==> src/rtl/trap_ctrl_pkg.sv <==
// Shared definitions for the trap sequencer: CSR addresses, mcause codes,
// mstatus/mie bit positions, FSM state encoding and mstatus update helpers.
package trap_ctrl_pkg;

  localparam logic [11:0] CSR_MSTATUS = 12'h300;
  localparam logic [11:0] CSR_MIE     = 12'h304;
  localparam logic [11:0] CSR_MTVEC   = 12'h305;
  localparam logic [11:0] CSR_MEPC    = 12'h341;
  localparam logic [11:0] CSR_MCAUSE  = 12'h342;

  localparam logic [31:0] MCAUSE_M_TIMER = 32'h8000_0007;
  localparam logic [31:0] MCAUSE_M_EXT   = 32'h8000_000B;

  localparam int MSTATUS_MIE    = 3;
  localparam int MSTATUS_MPIE   = 7;
  localparam int MSTATUS_MPP_LO = 11;
  localparam int MSTATUS_MPP_HI = 12;
  localparam int MIE_MTIE       = 7;
  localparam int MIE_MEIE       = 11;

  typedef enum logic [2:0] {
    ST_IDLE         = 3'd0,
    ST_W_MEPC       = 3'd1,
    ST_W_MCAUSE     = 3'd2,
    ST_W_MSTATUS    = 3'd3,
    ST_REDIRECT     = 3'd4,
    ST_MRET_W       = 3'd5,
    ST_RET_REDIRECT = 3'd6
  } state_e;

  // Trap entry: stash MIE into MPIE, disable interrupts, previous mode = M.
  function automatic logic [31:0] mstatus_trap_entry(input logic [31:0] ms);
    logic [31:0] r;
    r = ms;
    r[MSTATUS_MPIE] = ms[MSTATUS_MIE];
    r[MSTATUS_MIE]  = 1'b0;
    r[MSTATUS_MPP_HI:MSTATUS_MPP_LO] = 2'b11;
    return r;
  endfunction

  // MRET: restore MIE from MPIE and set MPIE.
  function automatic logic [31:0] mstatus_mret(input logic [31:0] ms);
    logic [31:0] r;
    r = ms;
    r[MSTATUS_MIE]  = ms[MSTATUS_MPIE];
    r[MSTATUS_MPIE] = 1'b1;
    return r;
  endfunction

endpackage

==> src/rtl/trap_ctrl_irq_sync.sv <==
// Multi-flop synchroniser bringing the asynchronous external interrupt
// level into the clk domain. STAGES must be at least 2.
module trap_ctrl_irq_sync #(
  parameter int STAGES = 2
) (
  input  logic clk,
  input  logic rst_n,
  input  logic async_i,
  output logic sync_o
);

  logic [STAGES-1:0] sync_q;

  // Shift chain; synchronous active-low clear.
  always_ff @(posedge clk) begin
    if (!rst_n) begin
      sync_q <= '0;
    end else begin
      sync_q <= {sync_q[STAGES-2:0], async_i};
    end
  end

  assign sync_o = sync_q[STAGES-1];

endmodule

==> src/rtl/trap_ctrl.sv <==
// Pipeline redirect and trap sequencer for the 5-stage RV32I core.
// Arbitrates branch redirects, exceptions, MRET and machine interrupts and
// sequences the mepc/mcause/mstatus writes on trap entry and return.
// Optional build macro: TRAP_VECTORED_EN (vectored interrupt targets when
// mtvec mode is 2'b01).
module trap_ctrl
  import trap_ctrl_pkg::*;
#(
  parameter int          IRQ_SYNC_STAGES = 2,
  parameter logic [31:0] RESET_MSTATUS   = 32'h0000_0000
) (
  input  logic        clk,
  input  logic        rst_n,
  input  logic        br_taken_in,
  input  logic [31:0] br_target_in,
  input  logic        exc_valid,
  input  logic [31:0] exc_cause,
  input  logic [31:0] exc_pc,
  input  logic        mret_valid,
  input  logic        commit_valid,
  input  logic [31:0] commit_pc,
  input  logic        irq_ext,
  input  logic        irq_timer,
  input  logic [31:0] csr_mstatus,
  input  logic [31:0] csr_mie,
  input  logic [31:0] csr_mtvec,
  input  logic [31:0] csr_mepc,
  output logic        csr_we,
  output logic [11:0] csr_waddr,
  output logic [31:0] csr_wdata,
  output logic        br_taken,
  output logic [31:0] br_target,
  output logic        hold_flag_if,
  output logic        flush_id,
  output logic        flush_ex,
  output logic        busy
);

  state_e      state_q, state_d;
  logic [29:0] epc_q, epc_d;
  logic [31:0] cause_q, cause_d;

  logic        irq_ext_sync_s;
  logic        irq_ext_pend_s;
  logic        irq_tmr_pend_s;
  logic        irq_take_s;
  logic [31:0] trap_base_s;
  logic [31:0] trap_target_s;
  logic        unused_s;

  trap_ctrl_irq_sync #(
    .STAGES (IRQ_SYNC_STAGES)
  ) u_irq_sync (
    .clk     (clk),
    .rst_n   (rst_n),
    .async_i (irq_ext),
    .sync_o  (irq_ext_sync_s)
  );

  assign irq_ext_pend_s = irq_ext_sync_s & csr_mie[MIE_MEIE];
  assign irq_tmr_pend_s = irq_timer & csr_mie[MIE_MTIE];
  assign irq_take_s     = (irq_ext_pend_s | irq_tmr_pend_s)
                          & csr_mstatus[MSTATUS_MIE] & commit_valid;

  assign trap_base_s = {csr_mtvec[31:2], 2'b00};

`ifdef TRAP_VECTORED_EN
  // Only interrupts (cause MSB set) are vectored; exceptions use the base.
  assign trap_target_s = ((csr_mtvec[1:0] == 2'b01) && cause_q[31])
                         ? trap_base_s + {25'd0, cause_q[4:0], 2'b00}
                         : trap_base_s;
  assign unused_s = ^{csr_mie[31:12], csr_mie[10:8], csr_mie[6:0], RESET_MSTATUS};
`else
  assign trap_target_s = trap_base_s;
  assign unused_s = ^{csr_mie[31:12], csr_mie[10:8], csr_mie[6:0],
                      csr_mtvec[1:0], RESET_MSTATUS};
`endif

  assign busy = (state_q != ST_IDLE);

  // State and latched trap context; reset aborts any sequence in flight.
  always_ff @(posedge clk) begin
    if (!rst_n) begin
      state_q <= ST_IDLE;
      epc_q   <= '0;
      cause_q <= '0;
    end else begin
      state_q <= state_d;
      epc_q   <= epc_d;
      cause_q <= cause_d;
    end
  end

  // Event arbitration, next-state and per-state outputs; all outputs held
  // low while reset is asserted.
  always_comb begin
    state_d      = state_q;
    epc_d        = epc_q;
    cause_d      = cause_q;
    csr_we       = 1'b0;
    csr_waddr    = 12'h000;
    csr_wdata    = 32'h0000_0000;
    br_taken     = 1'b0;
    br_target    = 32'h0000_0000;
    hold_flag_if = 1'b0;
    flush_id     = 1'b0;
    flush_ex     = 1'b0;
    if (!rst_n) begin
      state_d = ST_IDLE;
    end else begin
      case (state_q)
        ST_IDLE: begin
          if (exc_valid) begin
            flush_id     = 1'b1;
            flush_ex     = 1'b1;
            hold_flag_if = 1'b1;
            epc_d        = exc_pc[31:2];
            cause_d      = exc_cause;
            state_d      = ST_W_MEPC;
          end else if (mret_valid) begin
            flush_id     = 1'b1;
            flush_ex     = 1'b1;
            hold_flag_if = 1'b1;
            state_d      = ST_MRET_W;
          end else if (irq_take_s) begin
            // The commit-point instruction is not executed; it becomes mepc.
            flush_id     = 1'b1;
            flush_ex     = 1'b1;
            hold_flag_if = 1'b1;
            epc_d        = commit_pc[31:2];
            cause_d      = irq_ext_pend_s ? MCAUSE_M_EXT : MCAUSE_M_TIMER;
            state_d      = ST_W_MEPC;
          end else begin
            br_taken  = br_taken_in;
            br_target = br_target_in;
            flush_id  = br_taken_in;
            flush_ex  = br_taken_in;
          end
        end
        ST_W_MEPC: begin
          csr_we       = 1'b1;
          csr_waddr    = CSR_MEPC;
          csr_wdata    = {epc_q, 2'b00};
          hold_flag_if = 1'b1;
          state_d      = ST_W_MCAUSE;
        end
        ST_W_MCAUSE: begin
          csr_we       = 1'b1;
          csr_waddr    = CSR_MCAUSE;
          csr_wdata    = cause_q;
          hold_flag_if = 1'b1;
          state_d      = ST_W_MSTATUS;
        end
        ST_W_MSTATUS: begin
          csr_we       = 1'b1;
          csr_waddr    = CSR_MSTATUS;
          csr_wdata    = mstatus_trap_entry(csr_mstatus);
          hold_flag_if = 1'b1;
          state_d      = ST_REDIRECT;
        end
        ST_REDIRECT: begin
          br_taken  = 1'b1;
          br_target = trap_target_s;
          flush_id  = 1'b1;
          state_d   = ST_IDLE;
        end
        ST_MRET_W: begin
          csr_we       = 1'b1;
          csr_waddr    = CSR_MSTATUS;
          csr_wdata    = mstatus_mret(csr_mstatus);
          hold_flag_if = 1'b1;
          state_d      = ST_RET_REDIRECT;
        end
        ST_RET_REDIRECT: begin
          br_taken  = 1'b1;
          br_target = {csr_mepc[31:2], 2'b00};
          state_d   = ST_IDLE;
        end
        default: begin
          state_d = ST_IDLE;
        end
      endcase
    end
  end

endmodule

==> config.mk <==
export PLATFORM = sky130hd
export DESIGN_NAME = trap_ctrl
export DESIGN_NICKNAME = d
export VERILOG_FILES = /design/src/rtl/trap_ctrl_pkg.sv /design/src/rtl/trap_ctrl_irq_sync.sv /design/src/rtl/trap_ctrl.sv
export SDC_FILE = /design/constraint.sdc
export NUM_CORES = 1
export LEC_CHECK = 0
export CORE_MARGIN = 5
export CORE_UTILIZATION = 30
export CTS_CLUSTER_SIZE = 24
export DETAILED_ROUTE_END_ITERATION = 7
export PLACE_DENSITY = 0.81
export RECOVER_POWER = 100
export SYNTH_ARGS = -nofsm -noshare
export SYNTH_HDL_FRONTEND = slang
export SYNTH_SLANG_ARGS = --single-unit
==> constraint.sdc <==
create_clock -name clk -period 2.7 [get_ports clk]
set_clock_uncertainty 0.05 [all_clocks]
set_input_delay 0.81 -clock clk [delete_from_list [all_inputs] [get_ports clk]]
set_output_delay 0.81 -clock clk [all_outputs]
set_load 0.005 [all_outputs]
# [Word-level counts from Yosys, hierarchy flattened]
# Cells that the tools add are included.
[word_totals] ff_bits=67 input_bits=264 output_inout_bits=82 word_cells=63
[op_classes] eq_ne=8 n_mux=39 bitwise=5 n_reduce_logical=7
[ops] op="two-way mux 32 bit" n=8
[ops] op="one-hot mux 32 bit (4 select lines)" n=1
[ops] op="one-hot mux 32 bit (3 select lines)" n=1
[ops] op="two-way mux 30 bit" n=3
[ops] op="one-hot mux 10 bit (3 select lines)" n=1
[ops] op="two-way mux 1 bit" n=16
[ops] op="one-hot mux 3 bit (5 select lines)" n=1
[ops] op="two-way mux 10 bit" n=1
[ops] op="== test 3 bit (second input constant)" n=3
[ops] op="two-way mux 3 bit" n=3
[ops] op="== test 3 x 2 -> 1 bit (second input constant)" n=2
[ops] op="one-hot mux 1 bit (2 select lines)" n=3
[ops] op="AND 1 bit" n=4
[ops] op="two-way mux 4 bit" n=1
[ops] op="inequality test 4 bit (second input constant)" n=1
[ops] op="OR reduction 2 bit" n=2
[ops] op="OR reduction 4 bit" n=1
[ops] op="== test 3 x 1 -> 1 bit (second input constant)" n=1
[ops] op="logical NOT 3 bit" n=1
[ops] op="AND reduction 3 bit" n=1
[ops] op="nonzero test 3 bit" n=1
[ops] op="inequality test 2 bit (second input constant)" n=1
[ops] op="nonzero test 2 bit" n=1
[ops] op="OR 1 bit" n=1

# [Logic depth before layout (Yosys ltp)]
[logic_depth] depth_word=9 depth_mapped=7 mapped_depth_nobuf=5

# [Modules after synthesis]
# From an unflattened synthesis, not the netlist that was laid out.
[hier_totals] hier_cells=599 area_unflattened_um2=4673.2
[by_module_without_submodules] mod="trap_ctrl" instances=1 cells_each=595 area_each_um2=4620.7 seq_area_each_um2=1301.2
[by_module_without_submodules] mod="trap_ctrl_irq_sync" instances=1 cells_each=4 area_each_um2=52.6 seq_area_each_um2=40.0

# [Worst setup path before layout]
# Ideal clock, no wire load.
[synth_timing] path_type="input to output" from="input port csr_mie[11]" to="output port br_target[10]" t_arrival_ns=1.948 required_time_ns=1.840 setup_slack_ns=-0.108 path_stages=5 path_cell_list="a22o_1 > a211o_1 > nor3_4 > buf_6 > o2bb2ai_2"
[synth_via] elab_chain_len=9
[synth_rtl] item="start: declaration" line_no="trap_ctrl.sv:25" rtl="input logic [31:0] csr_mie,"
[synth_rtl] item="AND 1 bit" line_no="trap_ctrl.sv:60" rtl="assign irq_ext_pend_s = irq_ext_sync_s & csr_mie[MIE_MEIE];"
[synth_rtl] item="OR 1 bit" line_no="trap_ctrl.sv:62" rtl="assign irq_take_s = (irq_ext_pend_s | irq_tmr_pend_s)"
[synth_rtl] item="AND 1 bit (2 in series)" line_no="trap_ctrl.sv:63" rtl="& csr_mstatus[MSTATUS_MIE] & commit_valid;"
[synth_rtl] item="two-way mux 32 bit" line_no="trap_ctrl.sv:125" rtl="end else if (irq_take_s) begin"
[synth_rtl] item="two-way mux 32 bit" line_no="trap_ctrl.sv:120" rtl="end else if (mret_valid) begin"
[synth_rtl] item="two-way mux 32 bit" line_no="trap_ctrl.sv:113" rtl="if (exc_valid) begin"
[synth_rtl] item="one-hot mux 32 bit (3 select lines)" line_no="trap_ctrl.sv:111" rtl="case (state_q)"
[synth_rtl] item="two-way mux 32 bit" line_no="trap_ctrl.sv:108" rtl="if (!rst_n) begin"
[synth_rtl] item="end: declaration" line_no="trap_ctrl.sv:32" rtl="output logic [31:0] br_target,"
# No other way between the ends.

# [Final worst setup path]
[layout_timing] from="input port irq_timer" to="output port br_target[14]"
[layout_via] elab_chain_len=9
[layout_rtl] item="start: declaration" line_no="trap_ctrl.sv:23" rtl="input logic irq_timer,"
[layout_rtl] item="AND 1 bit" line_no="trap_ctrl.sv:61" rtl="assign irq_tmr_pend_s = irq_timer & csr_mie[MIE_MTIE];"
[layout_rtl] item="OR 1 bit" line_no="trap_ctrl.sv:62"
[layout_rtl] item="AND 1 bit (2 in series)" line_no="trap_ctrl.sv:63"
[layout_rtl] item="two-way mux 32 bit" line_no="trap_ctrl.sv:125"
[layout_rtl] item="two-way mux 32 bit" line_no="trap_ctrl.sv:120"
[layout_rtl] item="two-way mux 32 bit" line_no="trap_ctrl.sv:113"
[layout_rtl] item="one-hot mux 32 bit (3 select lines)" line_no="trap_ctrl.sv:111"
[layout_rtl] item="two-way mux 32 bit" line_no="trap_ctrl.sv:108"
# No other way between the ends.

==> reports/metrics.csv <==
stage;metric;value;unit
status;status;finished with violations;
status;violations;negative setup slack;
setup_path;r2r_start;state_q[1];
logic_synthesis;synth_top_area_cell;dfxtp_1;
timing;fmax;0.3113;GHz
setup_path;worstSetupStartpoint;irq_timer;
logic_synthesis;synth_area_leaders;dfxtp_1, mux2i_1, a21oi_1;
route;routed_wirelength;22.03;mm
grt;grt_pass1_wl;32.98;mm
logic_synthesis;synth.distinct_cells;44;
power_and_ir_drop;p_int;2679;uW
clocking;cts_max_path_buffers;2;
logic_synthesis;syn_area;4967;um^2
timing;slew_viol_final;0;
logic_synthesis;yosys_warnings;0;
grt;grt_pass1_vias;6109;
min_path;hold_start;u_irq_sync.sync_q[0];
clocking;h-tree-depth;3;
setup_path;required;1.84;ns
power_and_ir_drop;p_comb_share;39.5;%
timing;rsz0062_at_grt;yes;
finish;finish.utilization;54.67;%
logic_synthesis;synth_ff_type;dfxtp_1;
run;cap_violations;0;
timing;slew_headroom;22.12;%
logic_synthesis;synth-seq-cells;67;
setup_path;worst-path-max-fanout;8;
logic_synthesis;synthArstFlopShare;0;%
power_and_ir_drop;irDropWorstVdd;0.2525;mV
timing;period_needed;3.213;ns
power_and_ir_drop;p_leak;0.003621;uW
route;vias;5897;
route;firstDrtPassIters;4;
finish;layout_commonest_cell;clkdlybuf4s50_1;
logic_synthesis;postSynthCellCount;619;
finish;areaGrowthSynthToFinish;80.58;%
grt;grt_max_degree;38;
clocking;clk-insertion-delay-late;0.33;ns
timing;finalSetupTns;-22.25;ns
floorplan;ios;346;
floorplan;die-area;19230;um^2
floorplan;core.rowCount;47;
place;pre_cts_slack;-1.076;ns
route;viasPerCell;5.071;
finish;nets;1201;
finish;drive_gt1_share;26.01;%
clocking;holdBufCountCts;0;
power_and_ir_drop;finalPower;3875;uW
logic_synthesis;ys_seq_area_share;27.00;%
grt;antenna_found_initial;1;
setup_path;crit_arrival;2.35;ns
power_and_ir_drop;swShare;30.85;%
place;portBuffers;300;
timing;hold_viol_final;0;
grt;grt_overflow_total;0;
timing;layout_setup_ws;-0.5128;ns
route;drtAntennaViolNets;0;
power_and_ir_drop;p_sw;1195;uW
logic_synthesis;avgSynthCellArea;8.025;um^2
setup_path;start_kind;input pin;
clocking;cts_buffers;9;
floorplan;core;16410;um^2
place;place_congestion;0.8256;
floorplan;die_x;138.7;um
clocking;clock-sinks;67;
power_and_ir_drop;pwr-share-clk;30.3;%
route;drtIter0Drc;202;
timing;tightest_slew;1.168;ns
finish;final_cell_mix;clkdlybuf4s50_1, mux2i_1, dfxtp_1;
logic_synthesis;synth_edf_count;0;
setup_path;crit_chain;buf_2, a22o_1, a211o_1, nor3_4, buf_12, buf_12, buf_16, buf_6, o2bb2ai_2, buf_2;
route;drcViolationCount;0;
power_and_ir_drop;seq_power_share;30.1;%
timing;setup-violations-final;78;
route;wl_per_cell;18.95;um
clocking;cts_tree;built;
power_and_ir_drop;power.density;432.0;nW/um^2
timing;post-route-period-util;119.0;%
clocking;clk_pin_slew;0.06;ns
setup_path;crit_path_end_kind;output pin;
place;hpwl;15.74;mm
setup_path;slowest_delay;0.31;ns
grt;grtUsageTotal;21.46;%
setup_path;critPathKind;input pin to output pin;
setup_path;slowest_stage;a211o_1;
min_path;hold_path.class;register to register;
floorplan;die_y;138.7;um
floorplan;start_util;30.28;%
clocking;cts_root_buf;clkbuf_16;
logic_synthesis;netlist.area_leader.share;27.00;%
## path summary, 6_finish.rpt
check / end / slack, ns / depth (start not counted)
max: br_target[14] / -0.51 / 10
min: u_irq_sync.sync_q[1] / 0.41 / 1
max reg2reg: cause_q[22] / 0.66 / 7
min reg2reg: u_irq_sync.sync_q[1] / 0.41 / 1
## worst max-delay path, delay by kind of cell
kind	cells	cell delay, ns
compound gates	3	0.59
simple gates	1	0.23
buf+inv	6	0.71
## final cells by class
| class | instances | area (um^2) |
|---|---|---|
| inverters | 5 | 18.77 |
| clock buffers | 11 | 242.7 |
| diodes | 1 | 2.502 |
| well taps | 220 | 275.3 |
| fillers | 1497 | 7437 |
| repair buffers | 376 | 3521 |
| flip-flops and latches | 67 | 1350 |
| clock inverters | 5 | 52.55 |
| multi-input cells | 478 | 3507 |
## Yosys cell counts, types with 2 or more instances
| master | instances |
|---|---|
| o22ai_1 | 2 |
| a21boi_1 | 4 |
| buf_4 | 10 |
| mux2_2 | 26 |
| buf_1 | 5 |
| and2_1 | 9 |
| nand3b_1 | 26 |
| o21ai_0 | 41 |
| o2bb2ai_1 | 20 |
| and2_2 | 2 |
| a31oi_1 | 2 |
| a211oi_1 | 3 |
| mux2i_1 | 64 |
| nand2b_1 | 2 |
| buf_6 | 3 |
| clkbuf_1 | 28 |
| nor2_1 | 9 |
| nor3_1 | 2 |
| inv_1 | 5 |
| nand3_1 | 58 |
| dfxtp_1 | 67 |
| a21oi_1 | 65 |
| nor3b_1 | 2 |
| buf_2 | 28 |
| a21o_1 | 26 |
| o2bb2ai_2 | 10 |
| nand2_1 | 61 |
| a21boi_0 | 23 |
## layer usage
metal  track usage, %  share of wire [%]  wire length [um]  vias up
met5                0                  0                 0        -
met4            8.496                2.8               618        0
met3            5.069                7.1              1565       41
met2            41.14                 53             11790      241
met1            22.44                 37              8065     2751
li1                 -                  -                 -     2864
## cells by family (layout without fill, tap and decap cells)
logic type	after synthesis	after routing	synth area share, %
AOI/OAI and AO/OA	202	202	27.28
and+or+nand+nor	178	178	18.69
muxes	90	90	18.79
buffers and inverters	80	397	7.985
DFF	67	67	27.00
other	1	8	0.07549
xor gates and xnor gates	1	1	0.1764
## state kept, by name, indices dropped and copies added, names as in the netlist
signal / count
epc_q: 30
u_irq_sync.sync_q: 2
state_q: 3
cause_q: 32
## power groups by stage
stage | Combinational [uW] | Sequential [uW] | Clock, uW
finish | 1530 | 1170 | 1170
global route | 1650 | 1180 | 1230
CTS | 1510 | 1170 | 1200
detailed placement | 1430 | 1200 | 0
global placement | 1410 | 1190 | 0
floorplan | 721 | 1170 | 0
## timing repair
item	4_1_cts	5_1_grt
cloned	5	2
endpoints found under the setup margin	74	55
pin swaps	24	12
buffers inserted	21	12
endpoints found under the hold margin	0	0
resized for setup	354	27
## through the flow
step	instances	instance area [um^2]	hold WS [ns]
after floorplan	625	5040	0.3619
after global placement	1111	8408	0.3800
after detailed placement	1111	8408	0.3823
after CTS	1151	8885	0.3991
after global routing	1162	8967	0.4248
final	1163	8970	0.4082
(Power assumes the default switching activity.)
